[src/rtl/frame_rx_pkg.sv]
// Shared types and link constants for the frame_rx byte-stream receiver.
package frame_rx_pkg;

  typedef enum logic [2:0] {
    WAIT_IDLE,
    IDLE,
    PRE,
    DATA,
    DROP
  } state_e;

  typedef enum logic [1:0] {
    OK       = 2'd0,
    ERR_CSUM = 2'd1,
    ERR_LEN  = 2'd2,
    ERR_PRE  = 2'd3
  } status_e;

  localparam logic [7:0]  PRE_BYTE = 8'h55;
  localparam logic [7:0]  SFD_BYTE = 8'hD5;
  localparam int unsigned MAX_PRE  = 7;

endpackage

[src/rtl/frame_rx_hold.sv]
// Two-entry hold pipeline: delays body bytes by two so the checksum byte is never forwarded.
module frame_rx_hold (
  input  logic       clk,
  input  logic       rst_n,
  input  logic       push_i,
  input  logic       flush_i,
  input  logic       clear_i,
  input  logic [7:0] data_i,
  output logic [7:0] data_o,
  output logic       valid_o,
  output logic       last_o
);

  logic [7:0] h0_q, h1_q;
  logic       v0_q, v1_q;
  logic [7:0] data_q;
  logic       valid_q, last_q;

  always_ff @(posedge clk or negedge rst_n) begin
    if (!rst_n) begin
      h0_q    <= '0;
      h1_q    <= '0;
      v0_q    <= 1'b0;
      v1_q    <= 1'b0;
      data_q  <= '0;
      valid_q <= 1'b0;
      last_q  <= 1'b0;
    end else begin
      valid_q <= 1'b0;
      last_q  <= 1'b0;
      if (clear_i) begin
        v0_q <= 1'b0;
        v1_q <= 1'b0;
      end else if (flush_i) begin
        // Older entry is the final payload byte; newer entry is the checksum.
        if (v1_q) begin
          data_q  <= h1_q;
          valid_q <= 1'b1;
          last_q  <= 1'b1;
        end
        v0_q <= 1'b0;
        v1_q <= 1'b0;
      end else if (push_i) begin
        if (v1_q) begin
          data_q  <= h1_q;
          valid_q <= 1'b1;
        end
        h1_q <= h0_q;
        v1_q <= v0_q;
        h0_q <= data_i;
        v0_q <= 1'b1;
      end
    end
  end

  assign data_o  = data_q;
  assign valid_o = valid_q;
  assign last_o  = last_q;

endmodule

[src/rtl/frame_rx.sv]
// Frame receiver: preamble/SFD strip, additive checksum check, payload stream and frame counters.
module frame_rx
  import frame_rx_pkg::*;
#(
  parameter int unsigned MAX_LEN = 1500,
  parameter int unsigned CNT_W   = 16
) (
  input  logic             clk,
  input  logic             rst_n,
  input  logic [7:0]       rxd,
  input  logic             rx_dv,
  output logic [7:0]       m_data,
  output logic             m_valid,
  output logic             m_last,
  output logic             frame_done,
  output logic [1:0]       frame_status,
  output logic [CNT_W-1:0] ok_cnt,
  output logic [CNT_W-1:0] err_cnt
);

  localparam int unsigned   NW    = $clog2(MAX_LEN + 2);
  localparam logic [NW-1:0] N_OVF = NW'(MAX_LEN + 1);

  state_e        state_q, state_d;
  logic [2:0]    pre_q, pre_d;
  logic [7:0]    sum_q, sum_d;
  logic [NW-1:0] n_q, n_d;
  logic          report;
  status_e       rep_status;
  logic          push, flush, clear;
  logic          done_q;
  status_e       status_q;
  logic [CNT_W-1:0] ok_q, err_q;

  always_comb begin
    state_d    = state_q;
    pre_d      = pre_q;
    sum_d      = sum_q;
    n_d        = n_q;
    report     = 1'b0;
    rep_status = OK;
    push       = 1'b0;
    flush      = 1'b0;
    clear      = 1'b0;
    unique case (state_q)
      WAIT_IDLE: if (!rx_dv) state_d = IDLE;
      IDLE: if (rx_dv) begin
        if (rxd == PRE_BYTE) begin
          state_d = PRE;
          pre_d   = 3'd1;
        end else begin
          report     = 1'b1;
          rep_status = ERR_PRE;
          state_d    = DROP;
        end
      end
      PRE: begin
        if (!rx_dv) begin
          report     = 1'b1;
          rep_status = ERR_PRE;
          state_d    = IDLE;
        end else if (rxd == PRE_BYTE) begin
          if (pre_q == 3'(MAX_PRE)) begin
            report     = 1'b1;
            rep_status = ERR_PRE;
            state_d    = DROP;
          end else begin
            pre_d = pre_q + 3'd1;
          end
        end else if (rxd == SFD_BYTE) begin
          state_d = DATA;
          sum_d   = '0;
          n_d     = '0;
          clear   = 1'b1;
        end else begin
          report     = 1'b1;
          rep_status = ERR_PRE;
          state_d    = DROP;
        end
      end
      DATA: begin
        if (!rx_dv) begin
          state_d = IDLE;
          flush   = 1'b1;
          report  = 1'b1;
          if (n_q < NW'(2))       rep_status = ERR_LEN;
          else if (sum_q == '0)   rep_status = OK;
          else                    rep_status = ERR_CSUM;
        end else if (n_q == N_OVF) begin
          // Overlength: drop the held bytes so no m_last is ever produced.
          clear      = 1'b1;
          report     = 1'b1;
          rep_status = ERR_LEN;
          state_d    = DROP;
        end else begin
          push  = 1'b1;
          sum_d = sum_q + rxd;
          n_d   = n_q + 1'b1;
        end
      end
      DROP: if (!rx_dv) state_d = IDLE;
      default: state_d = WAIT_IDLE;
    endcase
  end

  always_ff @(posedge clk or negedge rst_n) begin
    if (!rst_n) begin
      state_q  <= WAIT_IDLE;
      pre_q    <= '0;
      sum_q    <= '0;
      n_q      <= '0;
      done_q   <= 1'b0;
      status_q <= OK;
      ok_q     <= '0;
      err_q    <= '0;
    end else begin
      state_q <= state_d;
      pre_q   <= pre_d;
      sum_q   <= sum_d;
      n_q     <= n_d;
      done_q  <= report;
      if (report) begin
        status_q <= rep_status;
        if (rep_status == OK) ok_q  <= ok_q + 1'b1;
        else                  err_q <= err_q + 1'b1;
      end
    end
  end

  frame_rx_hold u_hold (
    .clk     (clk),
    .rst_n   (rst_n),
    .push_i  (push),
    .flush_i (flush),
    .clear_i (clear),
    .data_i  (rxd),
    .data_o  (m_data),
    .valid_o (m_valid),
    .last_o  (m_last)
  );

  assign frame_done   = done_q;
  assign frame_status = status_q;
  assign ok_cnt       = ok_q;
  assign err_cnt      = err_q;

endmodule

[config.mk]
export PLATFORM = sky130hd
export DESIGN_NAME = frame_rx
export DESIGN_NICKNAME = d
export VERILOG_FILES = /design/src/rtl/frame_rx_pkg.sv /design/src/rtl/frame_rx_hold.sv /design/src/rtl/frame_rx.sv
export SDC_FILE = /design/constraint.sdc
export NUM_CORES = 1
export LEC_CHECK = 0
export ABC_AREA = 1
export BUFFER_PORTS_ARGS = -buffer_cell sky130_fd_sc_hd__buf_2
export CAP_MARGIN = 20
export CORE_MARGIN = 2
export CORE_UTILIZATION = 55
export DETAILED_ROUTE_END_ITERATION = 10
export GPL_TIMING_DRIVEN = 0
export PLACE_DENSITY = 0.8
export REMOVE_ABC_BUFFERS = 1
export SETUP_SLACK_MARGIN = 0.15
export SYNTH_ARGS = -nofsm -noshare
export SYNTH_HDL_FRONTEND = slang
export SYNTH_SLANG_ARGS = --single-unit
[constraint.sdc]
create_clock -name clk -period 2.3 [get_ports clk]
set_clock_uncertainty 0.15 [all_clocks]
set_input_delay 0 -clock clk [delete_from_list [all_inputs] [get_ports clk]]
set_output_delay 0 -clock clk [all_outputs]
set_load 0.005 [all_outputs]
# After elaboration in Yosys (flattened, before gate mapping)
# Index checks and enable logic that the tools add are counted.
[word_totals]
register_bits = 88
latchBits = 0
ram_bits = 0
romBits = 0
wordCells = 132
memories = 0
[classes]
n_addsub = 5
n_mul = 0
div = 0
order_cmp = 1
eq_ne = 20
n_shift = 0
n_mux = 73
bitwise_logic = 3
n_reduce_logical = 15
[ops]
columns = ["op", "count"]
rows = [
  ["2-to-1 mux 8 bit", 8],
  ["2-to-1 mux 11 bit", 5],
  ["2-to-1 mux 3 bit", 14],
  ["adder 16 x 1 -> 16 bit, second input constant", 2],
  ["2-to-1 mux 1 bit", 30],
  ["one-hot mux 11 bit (2 select lines)", 1],
  ["!= test 2 bit, second input constant", 10],
  ["2-to-1 mux 2 bit", 9],
  ["one-hot mux 8 bit (2 select lines)", 1],
  ["one-hot mux 3 bit (4 select lines)", 1],
  ["AND reduction 6 bit", 2],
  ["adder 11 x 1 -> 11 bit, second input constant", 1],
  ["== test 11 bit, second input constant", 1],
  ["less-than comparator 11 x 2 -> 1 bit, second input constant", 1],
  ["adder 8 bit", 1],
  ["== test 8 x 7 -> 1 bit, second input constant", 1],
  ["== test 8 bit, second input constant", 1],
  ["zero test 8 bit", 1],
  ["== test 3 x 2 -> 1 bit, second input constant", 2],
  ["== test 3 bit, second input constant", 2],
  ["one-hot mux 2 bit (3 select lines)", 1],
  ["one-hot mux 3 bit (2 select lines)", 1],
  ["AND reduction 2 bit", 3],
  ["nonzero test 2 bit", 3],
  ["13 further kinds", 15],
]

# Longest topological paths before layout
# Gate-level depths: netlist of the first run.
[depth]
depth_word = 8
ltp_mapped = 13

# Hierarchy
# From an unflattened synthesis of the first run, not the netlist that was laid out.
[hier_totals]
hier_cells = 629
area_unflattened_um2 = 5403.9
[modules_own_cells]
columns = ["mod", "instances", "cells_per_inst", "area_each_um2", "seq_area_each_um2"]
rows = [
  ["frame_rx", 1, 508, 4282.9, 1501.4],
  ["frame_rx_hold", 1, 121, 1121.1, 700.7],
]

# Worst setup path after synthesis of the first run
# Ideal clock, no wire load.
[synth_path]
path_type = "reg-to-reg"
startpoint = "register pre_q[0]"
endpoint = "register err_q[3] (netlist: err_cnt[3])"
setup_time_ns = 0.121
t_arrival_ns = 1.632
t_required_ns = 2.029
setup_slack_ns = 0.397
stages_incl_launch_ff = 12
n_path_buf = 1
period_less_slack_ns = 1.903
cell_sequence = "dfrtp_1 ha_1 ha_1 nor2_1 nand3_1 nand3_2 nand2_2 nor2_4 nand2_8 buf_8 nand2_2 o21ai_2"
[synth_between]
elab_chain_len = 8
[synth_lines]
columns = ["item", "line", "text"]
rows = [
  ["start, declared", "frame_rx.sv:25", "logic [2:0] pre_q, pre_d;"],
  ["start signal, assigned", "frame_rx.sv:118", "pre_q <= pre_d;"],
  ["== test 3 bit (*)", "frame_rx.sv:63", "if (pre_q == 3'(MAX_PRE)) begin"],
  ["2-to-1 mux 2 bit", "frame_rx.sv:63", ""],
  ["2-to-1 mux 2 bit", "frame_rx.sv:62", "end else if (rxd == PRE_BYTE) begin"],
  ["2-to-1 mux 2 bit", "frame_rx.sv:58", "if (!rx_dv) begin"],
  ["one-hot mux 2 bit (3 select lines)", "frame_rx.sv:45", "unique case (state_q)"],
  ["zero test 2 bit", "frame_rx.sv:124", "if (rep_status == OK) ok_q <= ok_q + 1'b1;"],
  ["inverter 1 bit (no source line)", "n/a", ""],
  ["AND reduction 2 bit (no source line) (*)", "n/a", ""],
  ["end signal, assigned", "frame_rx.sv:125", "else err_q <= err_q + 1'b1;"],
  ["end, declared", "frame_rx.sv:33", "logic [CNT_W-1:0] ok_q, err_q;"],
]
# Mark *: on every way between the ends. The rest lies on a longest branch, timed or not.
# A chain may end at the register's enable or synchronous reset.

# Worst setup path in the final report of the first run
[layout_path]
startpoint = "register n_q[1]"
endpoint = "register ok_q[15] (netlist: ok_cnt[15])"
[layout_between]
elab_chain_len = 6
[layout_lines]
columns = ["item", "line", "text"]
rows = [
  ["start, declared", "frame_rx.sv:27", "logic [NW-1:0] n_q, n_d;"],
  ["start signal, assigned", "frame_rx.sv:120", "n_q <= n_d;"],
  ["less-than comparator 11 x 2 -> 1 bit / == test 11 bit (equally long branches)", "frame_rx.sv:86, frame_rx.sv:89", ""],
  ["2-to-1 mux 2 bit (on tied branches)", "frame_rx.sv:86, frame_rx.sv:89", ""],
  ["2-to-1 mux 2 bit", "frame_rx.sv:82", "if (!rx_dv) begin"],
  ["one-hot mux 2 bit (3 select lines)", "frame_rx.sv:45", ""],
  ["zero test 2 bit", "frame_rx.sv:124", ""],
  ["AND reduction 2 bit (no source line) (*)", "n/a", ""],
  ["end signal, assigned", "frame_rx.sv:124", ""],
  ["end, declared", "frame_rx.sv:33", ""],
]
# Marked as above.

==> impl_summary.md, run 1 <==
Detailed routing
Using the TritonRoute via totals, the vias-per-cell ratio works out to 5.33. In the final routed layout, each cell accounts on average for 13.2 um. For this run, the detailed router's first-pass iteration total came to 5.

In this run, the number of DRC markers left after iteration 0 of detailed routing was 355. Once detail routing completed, the nets flagged for antenna violations numbered 0. Across all layers, the routed design uses 4,387 vias. After detailed routing, the number of remaining DRC violations is 0. The total routed wirelength is 10,800 um.

Final layout
Compared with the post-synthesis result, the final layout area differs by 19.3%. The post-route netlist has 20.6% of its cells at a drive strength greater than 1. After routing the design area is 5830 um2. The repair_antennas step left the layout with diodes totalling 0. The final core area utilization is 67.2%.

The fill cell total of the finished layout is 693. After the last flow step, the layout net total stands at 735.

Timing
The number of failing hold endpoints at the final stage is 0. Setup violations remaining at the end of the flow were counted as 0. The worst max-slew margin expressed relative to the limit is 67.1%.

The final critical path takes up 89.7% of the cycle. Setup repair after global routing could not meet its margin everywhere. The worst path needs 2060 ps of the cycle, external delays included. The worst path meets setup with 236 ps of slack. The worst-margin pin slew is 493 ps.

The final hold slack is 20.8 ps. Based on the critical path, the design can be clocked at up to 484 MHz. The max-slew violation count is 0.

Synthesis
The predominant post-synthesis flop cell is sky130_fd_sc_hd__dfrtp_1. The post-synthesis sequential element count is 88. Yosys mapped a number of flops with a built-in enable equal to 0. For this run, asynchronously set or reset flops after synthesis account for 100%. In this run, distinct cell masters in the synthesized netlist total 35. The cell area that synthesis handed to floorplanning was 4890 um2. The synthesized instance count is 621. During synthesis, Yosys emitted a total of 0 warnings. A synthesized cell averages 7.88 um2. The sequential-to-total area share from yosys stat is 45.0%.

CTS
The clock-pin slew on the worst setup and hold paths is 100 ps. The source-to-sink clock delay at the later pin of the worst-skew pair is 360 ps. For this design, the sink count on the clock tree is 88. The number of buffers created by CTS is 9. TritonCTS built the clock tree. The master cell of the clock root buffer is sky130_fd_sc_hd__clkbuf_8. In this run the deepest clock path goes through 2 buffers. The deepest level of the CTS H-tree is 3.

Critical path
The maximum fanout encountered on the critical timing path is 3. The largest individual stage delay along the critical path comes from the cell sky130_fd_sc_hd__dfrtp_1. STA classifies the critical path endpoint as a register.

The startpoint of the most critical register-to-register path is n_q[1]$_DFFE_PN0P_. STA puts the critical path data arrival time at 2160 ps. The kind of critical path is reg2reg. Among the stages of the critical path, the cell type that occurs most often is sky130_fd_sc_hd__nand2_1. The worst setup path is launched from a register.

Traced cell by cell, the critical path runs through inv_2 -> ha_1 -> nand2_1 -> nor2_1 -> nand3_2 -> nand2_1 -> nand2_1 -> nor2_2 -> nor2_4 -> buf_4 -> buf_4 -> nand4_1 -> nand2_1. The worst reg-to-reg setup slack is 240 ps. The maximum single-stage delay on the critical path is 410 ps. Grouping stages by cell kind, the critical path spends the most delay in simple AND/OR/NAND/NOR gates. The required time at the endpoint of the critical path is 2400 ps. The total buffers and inverters traversed by the critical path is 3. The logic depth of the worst register-to-register path is 13.

The endpoint of the most critical register-to-register path is ok_cnt[15]$_DFFE_PN0P_.

Place
The worst-case setup slack after placement is -145 ps. The final estimated routing congestion in global placement is 0.892. Detailed placement ended at an HPWL of 6990 um. During placement, the flow inserted port buffers numbering 55. Once placement finished, the instance area stood at 5240 um2.

Job
Max-cap violations in this run came to 0.

Floorplan
The height of the chip is 98.3 um. The effective utilization at floorplan is 56.4%. 56 I/O pins were placed. The die covers 9660 um2. The die width is 98.3 um.

The number of cell rows is 34. The area of the core is 8680 um2.

Global route
The largest net degree at the start of global routing is 65. Global routing finished with a remaining overflow of 0. The wire length of the first global-routing pass is 18,400 um. The global-route total usage across every layer is 23.0%. The via count of the first global-routing pass came to 4,191. The initial antenna violation count came to 0.

Power and ir drop
In this run the power density over the cells is 666 nW/um2. The cell leakage power is 2.94 nW. The worst supply voltage drop on vdd is 305 uV.

Status
The run finished with clean final reports.

Hold path
The class of the tightest hold or removal check is in2async.
## how the worst max path moves through the flow
stage / from / endpoint / slack (ps) / depth (start not counted)
CTS: state_q[2]$_DFFE_PN0P_ / state_q[2]$_DFFE_PN0P_ / 90 / 11
global placement: pre_q[0]$_DFFE_PN0P_ / ok_cnt[9]$_DFFE_PN0P_ / -90 / 10
floorplan: pre_q[0]$_DFFE_PN0P_ / ok_cnt[9]$_DFFE_PN0P_ / 300 / 10
global route: ok_cnt[0]$_DFFE_PN0P_ / ok_cnt[12]$_DFFE_PN0P_ / 90 / 10
finish: n_q[1]$_DFFE_PN0P_ / ok_cnt[15]$_DFFE_PN0P_ / 240 / 13
detailed placement: pre_q[0]$_DFFE_PN0P_ / ok_cnt[8]$_DFFE_PN0P_ / -150 / 10
## Yosys cell counts (all sizes together), types with 2 or more instances
master / number / area, um2
nor2: 70 / 319
o22ai: 3 / 18.8
xor2: 24 / 210
nor3: 16 / 90.1
a21oi: 9 / 45.0
nand2: 204 / 812
o31ai: 2 / 15.0
dfrtp: 88 / 2200
buf: 12 / 85.1
nand3: 33 / 170
nand4: 10 / 62.6
xnor2: 4 / 35.0
ha: 13 / 163
o21ai: 56 / 325
inv: 66 / 248
nand3b: 5 / 37.5
## per-layer routing
layer / GRT usage, % / vias up / part of all wire, % / routed length (um)
met2: 38.4 / 132 / 48 / 5200
met5: 0 / - / 0 / 0
met1: 30.2 / 2073 / 45 / 4870
met4: 7.69 / 0 / 1.4 / 148
li1: - / 2163 / - / -
met3: 4.44 / 19 / 5.7 / 612
## tightest hold or removal path: stages
cell	delay, ps
sky130_fd_sc_hd__dlygate4sd3_1	520
sky130_fd_sc_hd__buf_4	130
sky130_fd_sc_hd__buf_16	280
## registers in the layout, indices dropped and copies added, names as in the netlist
signal	flops
u_hold.valid_o	1
frame_done	1
u_hold.v1_q	1
err_cnt	16
frame_status	2
u_hold.h0_q	8
n_q	11
u_hold.v0_q	1
u_hold.last_o	1
u_hold.h1_q	8
u_hold.data_o	8
state_q	3
sum_q	8
ok_cnt	16
pre_q	3
## report_power, final
part	leakage, nW	internal, mW	switching, mW	total (mW)
combinational	1.69	0.410	0.605	1.02
clock	0.100	0.427	0.621	1.05
sequential	1.15	1.69	0.135	1.83
## per-stage QoR
stage | total power, mW | std cells | setup TNS (ps)
floorplan | 2.43 | 608 | 0
global placement | 2.68 | 771 | -676
detailed placement | 2.72 | 772 | -1320
CTS | 3.84 | 806 | 0
global route | 4.12 | 823 | 0
finish | 3.89 | 823 | 0
## placed cells by master, fill, tap and decap left out, types with 3 or more instances in the layout
master and count:
sky130_fd_sc_hd__o22ai_1 3, sky130_fd_sc_hd__nor2_4 4, sky130_fd_sc_hd__nand2_1 193, sky130_fd_sc_hd__nor3_1 12, sky130_fd_sc_hd__buf_4 18, sky130_fd_sc_hd__xnor2_1 4, sky130_fd_sc_hd__buf_6 3, sky130_fd_sc_hd__inv_1 57
sky130_fd_sc_hd__nor2_1 61, sky130_fd_sc_hd__nand2_2 8, sky130_fd_sc_hd__nand3b_1 5, sky130_fd_sc_hd__nand3_1 31, sky130_fd_sc_hd__o21ai_1 8, sky130_fd_sc_hd__o21ai_0 35, sky130_fd_sc_hd__inv_2 4, sky130_fd_sc_hd__ha_1 13
sky130_fd_sc_hd__nor3_2 4, sky130_fd_sc_hd__xor2_1 24, sky130_fd_sc_hd__a21oi_1 9, sky130_fd_sc_hd__dlygate4sd3_1 11, sky130_fd_sc_hd__inv_8 3, sky130_fd_sc_hd__nand4_1 10, sky130_fd_sc_hd__o21ai_2 13, sky130_fd_sc_hd__clkbuf_8 9
sky130_fd_sc_hd__dfrtp_1 87, sky130_fd_sc_hd__nor2_2 4, sky130_fd_sc_hd__buf_2 54, sky130_fd_sc_hd__inv_6 4
## layout make-up
class | instances | area, um2 | share of cell area, %
clock buffer | 9 | 124 | 2.12
sequential | 88 | 2200 | 37.8
inverter | 66 | 267 | 4.57
clock inverter | 7 | 68.8 | 1.18
tap | 108 | 135 | 2.32
timing repair buffer | 89 | 624 | 10.7
multi-input combinational | 456 | 2410 | 41.3
## kinds of logic (layout without fill, tap and decap cells)
family	count (synthesis)	count (layout)	share of synthesized area, %
compound gates	73	74	8.72
xor+xnor	28	28	5.01
fa+ha+maj	14	14	3.74
buf+inv	79	171	6.88
flops	88	88	45.0
simple gates	339	340	30.6
## repair_timing
action / in CTS / in global routing
endpoints found under the setup margin: 44 / 57
buffers inserted: 5 / 16
pin swaps: 3 / 8
gates resized for setup: 6 / 14
hold buffers: 11 / 0
endpoints found under the hold margin: 101 / 0
cloned: 2 / 0
Power figures use the tool's default switching activity.
==> run 2: changes to the inputs <==
--- a/config.mk
+++ b/config.mk
@@ -8,11 +8,12 @@
 export ABC_AREA = 1
 export BUFFER_PORTS_ARGS = -buffer_cell sky130_fd_sc_hd__buf_2
 export CAP_MARGIN = 20
-export CORE_MARGIN = 2
-export CORE_UTILIZATION = 55
+export CELL_PAD_IN_SITES_DETAIL_PLACEMENT = 1
+export CELL_PAD_IN_SITES_GLOBAL_PLACEMENT = 1
+export CORE_UTILIZATION = 44
 export DETAILED_ROUTE_END_ITERATION = 10
 export GPL_TIMING_DRIVEN = 0
-export PLACE_DENSITY = 0.8
+export PLACE_DENSITY = 0.85
 export REMOVE_ABC_BUFFERS = 1
 export SETUP_SLACK_MARGIN = 0.15
 export SYNTH_ARGS = -nofsm -noshare
==> impl_summary.md, run 2 (synthesized netlist as in run 1, its figures left out) <==
Power and ir drop
For this design the static power due to leakage is 2.94 nW. VDD sags by at most 371 uV. Dividing total power by cell area gives a power density of 675 nW/um2. The post-route total power is 3.97 mW.

CTS
The tree built by TritonCTS fans out to 88 sinks. TritonCTS built the clock tree. After clock tree synthesis, the clock-pin slew on the worst setup and hold paths is 100 ps.

The tree is rooted in a sky130_fd_sc_hd__clkbuf_8. TritonCTS created 9 clock buffers. The buffer levels on the longest clock path is 2. The later pin in the worst-skew pair is clocked with a latency of 390 ps. The H-tree was split into 3 levels.

Detailed routing
Using the TritonRoute via totals, the vias-per-cell ratio works out to 5.25. Summed over all layers, the routed wires come to 13,700 um. The first routing iteration left 205 violations.

The number of search-and-repair iterations in the first detailed-routing pass is 5. The detailed-route via count is 4,478. After detailed routing, the average wire length per cell comes to 16.0 um. The remaining antenna violation count after routing is 0. In the routed design, unresolved DRC markers number 0.

Timing
After routing, the total negative slack on setup checks comes to 0 ps. Of the available clock period, the critical path in the final layout requires 92.0%. The max-slew violation count was 0. The number of failing hold endpoints at the final stage is 0.

Headroom to the max-slew limit came out at 58.8%. Across all setup checks in the final design, the least slack found is 183 ps. The worst-margin pin slew is 618 ps.

The highest attainable clock frequency is 472 MHz. The clock period minus worst slack is 2120 ps. Setup repair after global routing could not meet its margin everywhere.

The number of endpoints failing setup at the final stage is 0.

Place
The number of placed instances, taps included, is 804. The HPWL after detailed placement is 8890 um. The worst-case setup slack after placement is -208 ps. The final estimated routing congestion in global placement is 0.892. The count of input and output buffers is 55.

Final layout
The most common library cell in the layout ignoring fill and taps is sky130_fd_sc_hd__nand2_1. At the end of the flow the core is filled with cells to 54.2%. The count of cells in the finished layout, fillers not included, comes to 853. The number of antenna diodes in the final layout is 0. Leaving out fill and tap cells, the most frequent cells in the layout are 192 x sky130_fd_sc_hd__nand2_1, 86 x sky130_fd_sc_hd__dfrtp_1, 59 x sky130_fd_sc_hd__nor2_1, 57 x sky130_fd_sc_hd__inv_1, 54 x sky130_fd_sc_hd__buf_2. The growth of design area from synthesis to finish is 20.2%. The net count of the finished layout is 733. The proportion of layout cells with a drive suffix above 1 is 20.9%.

Critical path
The total number of cells along the worst setup path is 11. The startpoint identified for the worst register-to-register timing path is pre_q[0]$_DFFE_PN0P_. The worst reg-to-reg setup slack is 180 ps.

The required time at the endpoint of the critical path is 2430 ps. The critical path goes through ha_1 -> ha_1 -> nor2_1 -> nand3_1 -> nand3_2 -> nand4_1 -> buf_4 -> inv_4 -> nand2_1 -> nand2_1 -> nand2_1. In this run the worst path has a maximum fanout of 15. By startpoint and endpoint, the worst setup path is classified as reg2reg. The endpoint of the most critical setup path is ok_cnt[8]$_DFFE_PN0P_. The type of destination of the critical path is a register. On the worst path, the slowest cell contributes a delay of 390 ps. Among all stages on the critical path, the largest delay is contributed by sky130_fd_sc_hd__dfrtp_1. Grouping stages by cell kind, the critical path spends the most delay in simple AND/OR/NAND/NOR gates. For the worst setup path, the data arrival time is 2250 ps. The critical path starts at pre_q[0]$_DFFE_PN0P_. STA classifies the critical path startpoint as a register.

The total buffers and inverters traversed by the critical path is 2. The number of cells on the worst reg-to-reg path is 11. The endpoint identified for the worst register-to-register timing path is ok_cnt[8]$_DFFE_PN0P_. The most used cell along the critical path is sky130_fd_sc_hd__nand2_1.

Global route
For met1 alone, demand over resource in global routing was 29.4%. The global-route total usage across every layer is 24.0%. The initial antenna violation count is 0.

The wire length of the first global-routing pass is 21,600 um. The global routing met2 resource utilization is 42.0%. The via count of the first global-routing pass is 4,516. After global routing the overflow that remains totals 0. The fraction of met3 tracks used by global routing is 5.08%. The largest net degree at the start of global routing is 47.

The layer with the highest usage is met2.

Hold path
The class of the tightest hold or removal check is in2async.

Floorplan
In this run the count of I/O pins placed on the die edge is 56. The die is 107 um wide. The initial utilization of the core area, before any placement, comes to 45.1%.

The die footprint is 11,500 um2. The total area inside the core boundary comes to 10,800 um2. The die is 107 um tall. The number of cell rows is 38.

Job
The number of max-capacitance violations reported is 0.

Status
The run finished with clean final reports.
## run 2: area by class of cell
type                       instances  area, um2
clock buffer                      10        128
clock inverter                     6       68.8
inverter                          66        264
fill                            1368       4960
timing repair buffer              87        588
multi-input combinational        456       2450
tap                              140        175
sequential                        88       2200
## run 2: stage by stage
step	hold slack (ps)	area, um2
floorplan	-446	4800
global placement	99.5	5250
detailed placement	-101	5280
CTS	8.76	5650
global route	54.0	5880
finish	7.66	5880
## run 2: worst min-delay path by stage
stage           start                           end  cells after the start
3_5_place_dp    rst_n  u_hold.data_o[6]$_DFFE_PN0P_                      1
6_report        rst_n    u_hold.h1_q[2]$_DFFE_PN0P_                      2
3_3_place_gp   rxd[4]    u_hold.h0_q[4]$_DFFE_PN0P_                      3
4_1_cts         rst_n    u_hold.h1_q[7]$_DFFE_PN0P_                      2
2_1_floorplan   rst_n        err_cnt[0]$_DFFE_PN0P_                      0
5_1_grt         rst_n  u_hold.data_o[6]$_DFFE_PN0P_                      2
## run 2: worst reg2reg max path, stage by stage, from the launching register on
cell,delay (ps)
sky130_fd_sc_hd__dfrtp_1,390
sky130_fd_sc_hd__ha_1,200
sky130_fd_sc_hd__ha_1,230
sky130_fd_sc_hd__nor2_1,140
sky130_fd_sc_hd__nand3_1,110
sky130_fd_sc_hd__nand3_2,130
sky130_fd_sc_hd__nand4_1,110
sky130_fd_sc_hd__buf_4,180
sky130_fd_sc_hd__inv_4,140
sky130_fd_sc_hd__nand2_1,90
sky130_fd_sc_hd__nand2_1,80
sky130_fd_sc_hd__nand2_1,50
## run 2: power breakdown
part | switching [mW] | total (mW) | internal, mW | leakage, nW
combinational | 0.620 | 1.01 | 0.388 | 1.70
clock | 0.618 | 1.13 | 0.508 | 0.0968
sequential | 0.146 | 1.84 | 1.69 | 1.15
## run 2: what timing repair did
item                                    in CTS  in global routing
hold buffers                                10                  0
setup buffers                                4                 17
endpoints found under the setup margin      46                 56
gates cloned                                 1                  1
pin swaps                                    4                  6
resized for setup                           10                 17
hold endpoints to repair                   103                  0
## run 2: per-layer routing
metal,part of all wire [%],up-vias
li1,-,2159
met3,3.0,20
met5,0,-
met1,43,2223
met2,52,76
met4,1.5,0
==> run 3: changes to the inputs <==
--- a/config.mk
+++ b/config.mk
@@ -8,12 +8,10 @@
 export ABC_AREA = 1
 export BUFFER_PORTS_ARGS = -buffer_cell sky130_fd_sc_hd__buf_2
 export CAP_MARGIN = 20
-export CELL_PAD_IN_SITES_DETAIL_PLACEMENT = 1
-export CELL_PAD_IN_SITES_GLOBAL_PLACEMENT = 1
-export CORE_UTILIZATION = 44
+export CORE_UTILIZATION = 55
 export DETAILED_ROUTE_END_ITERATION = 10
 export GPL_TIMING_DRIVEN = 0
-export PLACE_DENSITY = 0.85
+export PLACE_DENSITY = 0.8
 export REMOVE_ABC_BUFFERS = 1
 export SETUP_SLACK_MARGIN = 0.15
 export SYNTH_ARGS = -nofsm -noshare
==> constraint.sdc (replaced) <==
create_clock -name clk -period 2.5 [get_ports clk]
set_clock_uncertainty 0.15 [all_clocks]
set_input_delay 0 -clock clk [delete_from_list [all_inputs] [get_ports clk]]
set_output_delay 0 -clock clk [all_outputs]
set_load 0.005 [all_outputs]
==> impl_summary.md, run 3 (synthesized netlist as in run 1, its figures left out) <==
Status
The flow ran to the end, and the final reports show no timing, DRC or antenna violations.

Critical path
The critical path startpoint category is a register. Among all stages on the critical path, the largest delay is contributed by sky130_fd_sc_hd__dfrtp_1. STA classifies the critical path endpoint as a register. In this design, the stage delay of the slowest critical-path cell is 440 ps.

The data arrival time at the worst-slack endpoint is 2320 ps. For the worst flop-to-flop path, the logic depth is 13. The required time at the endpoint of the critical path is 2600 ps. Among the stages of the critical path, the cell type that occurs most often is sky130_fd_sc_hd__nand2_1.

The total number of cells along the worst setup path is 13. Traced cell by cell, the critical path runs through inv_1 -> ha_1 -> nand2_1 -> nor2_1 -> nand3_1 -> nand2_1 -> nand2_1 -> nor2_2 -> nor2_4 -> buf_12 -> nand2_4 -> nand2_2 -> o21ai_2. The total buffers and inverters traversed by the critical path is 2.

The kind of critical path is reg2reg. Along the worst path, the maximum fanout reaches 14. The dominant delay contributor by cell family on the critical path is simple AND/OR/NAND/NOR gates.

Power and ir drop
The share of total power dissipated in the clock network is 30.4%. In this run, the combinational gates consume 23.4% of the power. The sequential share of power is 46.2%. In this run switching power makes up 32.2% of total power. The cell-internal power is 2.45 mW.

The net switching power figure is 1.16 mW. The post-route total power is 3.62 mW. In this run the power density over the cells is 638 nW/um2. The cell leakage power is 2.87 nW. The worst supply voltage drop on vdd is 272 uV.

Floorplan
The die covers 9270 um2. The floorplan step set the die height to 96.3 um. The initial utilization of the core area, before any placement, comes to 56.4%. The I/O pin total is 56. After floorplanning, the core was sized to cover 8680 um2. The number of cell rows is 34. The die is 96.3 um wide.

Place
The final estimated routing congestion in global placement is 0.934. The instance area at placement is 5240 um2. The worst-case setup slack after placement is 19.3 ps. Buffers placed on the I/O ports in this run total 55. The HPWL after detailed placement is 7160 um.

Final layout
Compared with the post-synthesis result, the final layout area differs by 15.8%. The top cell types in the final layout, fill and taps aside, are 193 x sky130_fd_sc_hd__nand2_1, 88 x sky130_fd_sc_hd__dfrtp_1, 61 x sky130_fd_sc_hd__nor2_1, 60 x sky130_fd_sc_hd__inv_1, 54 x sky130_fd_sc_hd__buf_2. The net count of the finished layout is 716. In the final layout, the share of cells above drive strength 1 is 17.2%. Counting the fill cells in the layout gives 750. With fillers left out, the area of the finished cells amounts to 5670 um2. The diode insertion count for antenna repair is 0. The library cell used most frequently in the layout, excluding fill and tap cells, is sky130_fd_sc_hd__nand2_1.

Detailed routing
Dividing the detail-routed via count by the number of cells gives 5.18. The routed wirelength normalized by instance count is 12.5 um. The remaining antenna violation count after routing is 0. The first routing iteration left 275 violations.

The first detailed-routing pass ran for 5 iterations. The final layout contains routed wiring with a total length of 10,100 um. The routed layout has 4,162 vias. For this run, design rule violations remaining after detail routing come to 0.

CTS
The master cell of the clock root buffer is sky130_fd_sc_hd__clkbuf_8. The number of buffers created by CTS is 9. Clock-pin slew was measured on the worst setup and hold paths at 100 ps. The H-tree was split into 3 levels. Counting along the longest clock path gives a buffer depth of 2.

The TritonCTS sink count is 88. The clock tree from TritonCTS is yes. The source-to-sink clock delay at the later pin of the worst-skew pair is 360 ps.

Timing
The summed negative setup slack over all endpoints is 0 ps. Based on the critical path, the design can be clocked at up to 451 MHz. Measured against its own limit, the worst slew margin works out to 59.2%. Setup repair after global routing left no endpoint under its margin. The worst path uses 88.7% of the clock period.

Setup slack closes at 282 ps. The max-slew violation count was 0. Setup violations remaining at the end of the flow were counted as 0. The clock period minus worst slack is 2220 ps.

The worst-margin pin slew is 609 ps. The number of failing hold endpoints at the final stage came to 0.

Hold path
The class of the tightest hold or removal check is in2reg. The worst hold path passes through 4 cells.

Global route
After global routing the overflow that remains totals 0. The largest net degree at the start of global routing is 60. The via count of the first global-routing pass is 3,778. The wire length of the first global-routing pass is 16,500 um. The initial antenna violation count is 0. The global-route total usage across every layer is 22.8%.

Job
The number of max-capacitance violations reported is 0.
==> run 3: per-layer routing <==
metal	vias to the layer above	GRT usage, %	share of wire (%)
li1	2127	-	-
met1	1944	28.8	46
met2	81	39.9	49
met3	10	4.58	3.9
met4	0	6.13	0.84
met5	-	0	0
==> run 3: worst reg2reg max path, cell delays in order (launching register included) <==
cell and delay [ps]:
sky130_fd_sc_hd__dfrtp_1 440, sky130_fd_sc_hd__inv_1 110, sky130_fd_sc_hd__ha_1 200, sky130_fd_sc_hd__nand2_1 60
sky130_fd_sc_hd__nor2_1 40, sky130_fd_sc_hd__nand3_1 160, sky130_fd_sc_hd__nand2_1 80, sky130_fd_sc_hd__nand2_1 120
sky130_fd_sc_hd__nor2_2 70, sky130_fd_sc_hd__nor2_4 240, sky130_fd_sc_hd__buf_12 150, sky130_fd_sc_hd__nand2_4 150
sky130_fd_sc_hd__nand2_2 110, sky130_fd_sc_hd__o21ai_2 50
==> run 3: path summary, 6_finish.rpt <==
check / start / end / slack [ps]
worst max-delay path: n_q[1]$_DFFE_PN0P_ / err_cnt[14]$_DFFE_PN0P_ / 280
worst min-delay path: rxd[4] / u_hold.h0_q[4]$_DFFE_PN0P_ / 280
worst max register to register: n_q[1]$_DFFE_PN0P_ / err_cnt[14]$_DFFE_PN0P_ / 280
worst min register to register: frame_status[0]$_DFFE_PN0P_ / frame_status[0]$_DFFE_PN0P_ / 330
max in group asynchronous: rst_n / n_q[0]$_DFFE_PN0P_ / 1350
min in group asynchronous: rst_n / u_hold.data_o[6]$_DFFE_PN0P_ / 530
==> run 3: what timing repair did <==
item,in CTS,in global routing
cloned,0,1
setup buffers,2,1
endpoints found under the hold margin,102,0
endpoints found under the setup margin,11,16
pin swaps,0,2
gates resized for setup,1,4
hold buffers,12,0
==> run 3: stage by stage <==
| stage | utilization (%) | hold WS [ps] | cells |
|---|---|---|---|
| floorplan | - | -446 | 608 |
| global placement | 60.1 | 96.3 | 771 |
| detailed placement | 60.4 | -188 | 772 |
| CTS | 64.7 | 247 | 802 |
| global route | 65.3 | 273 | 804 |
| finish | 65.3 | 276 | 804 |
==> run 3: power by group through the flow <==
stage	Clock [mW]	Combinational, mW	Sequential [mW]
2_1_floorplan	0	0.540	1.69
3_3_place_gp	0	0.764	1.69
3_5_place_dp	0	0.796	1.70
4_1_cts	1.13	0.816	1.67
5_1_grt	1.18	0.967	1.69
6_report	1.10	0.848	1.67
==> run 3: final cells by class <==
type	instances	area, um2	share of cell area, %
sequential	88	2200	38.9
multi-input combinational	455	2380	41.9
timing repair buffer	71	470	8.30
tap	108	135	2.39
inverter	66	255	4.51
clock buffer	9	124	2.19
clock inverter	7	103	1.81
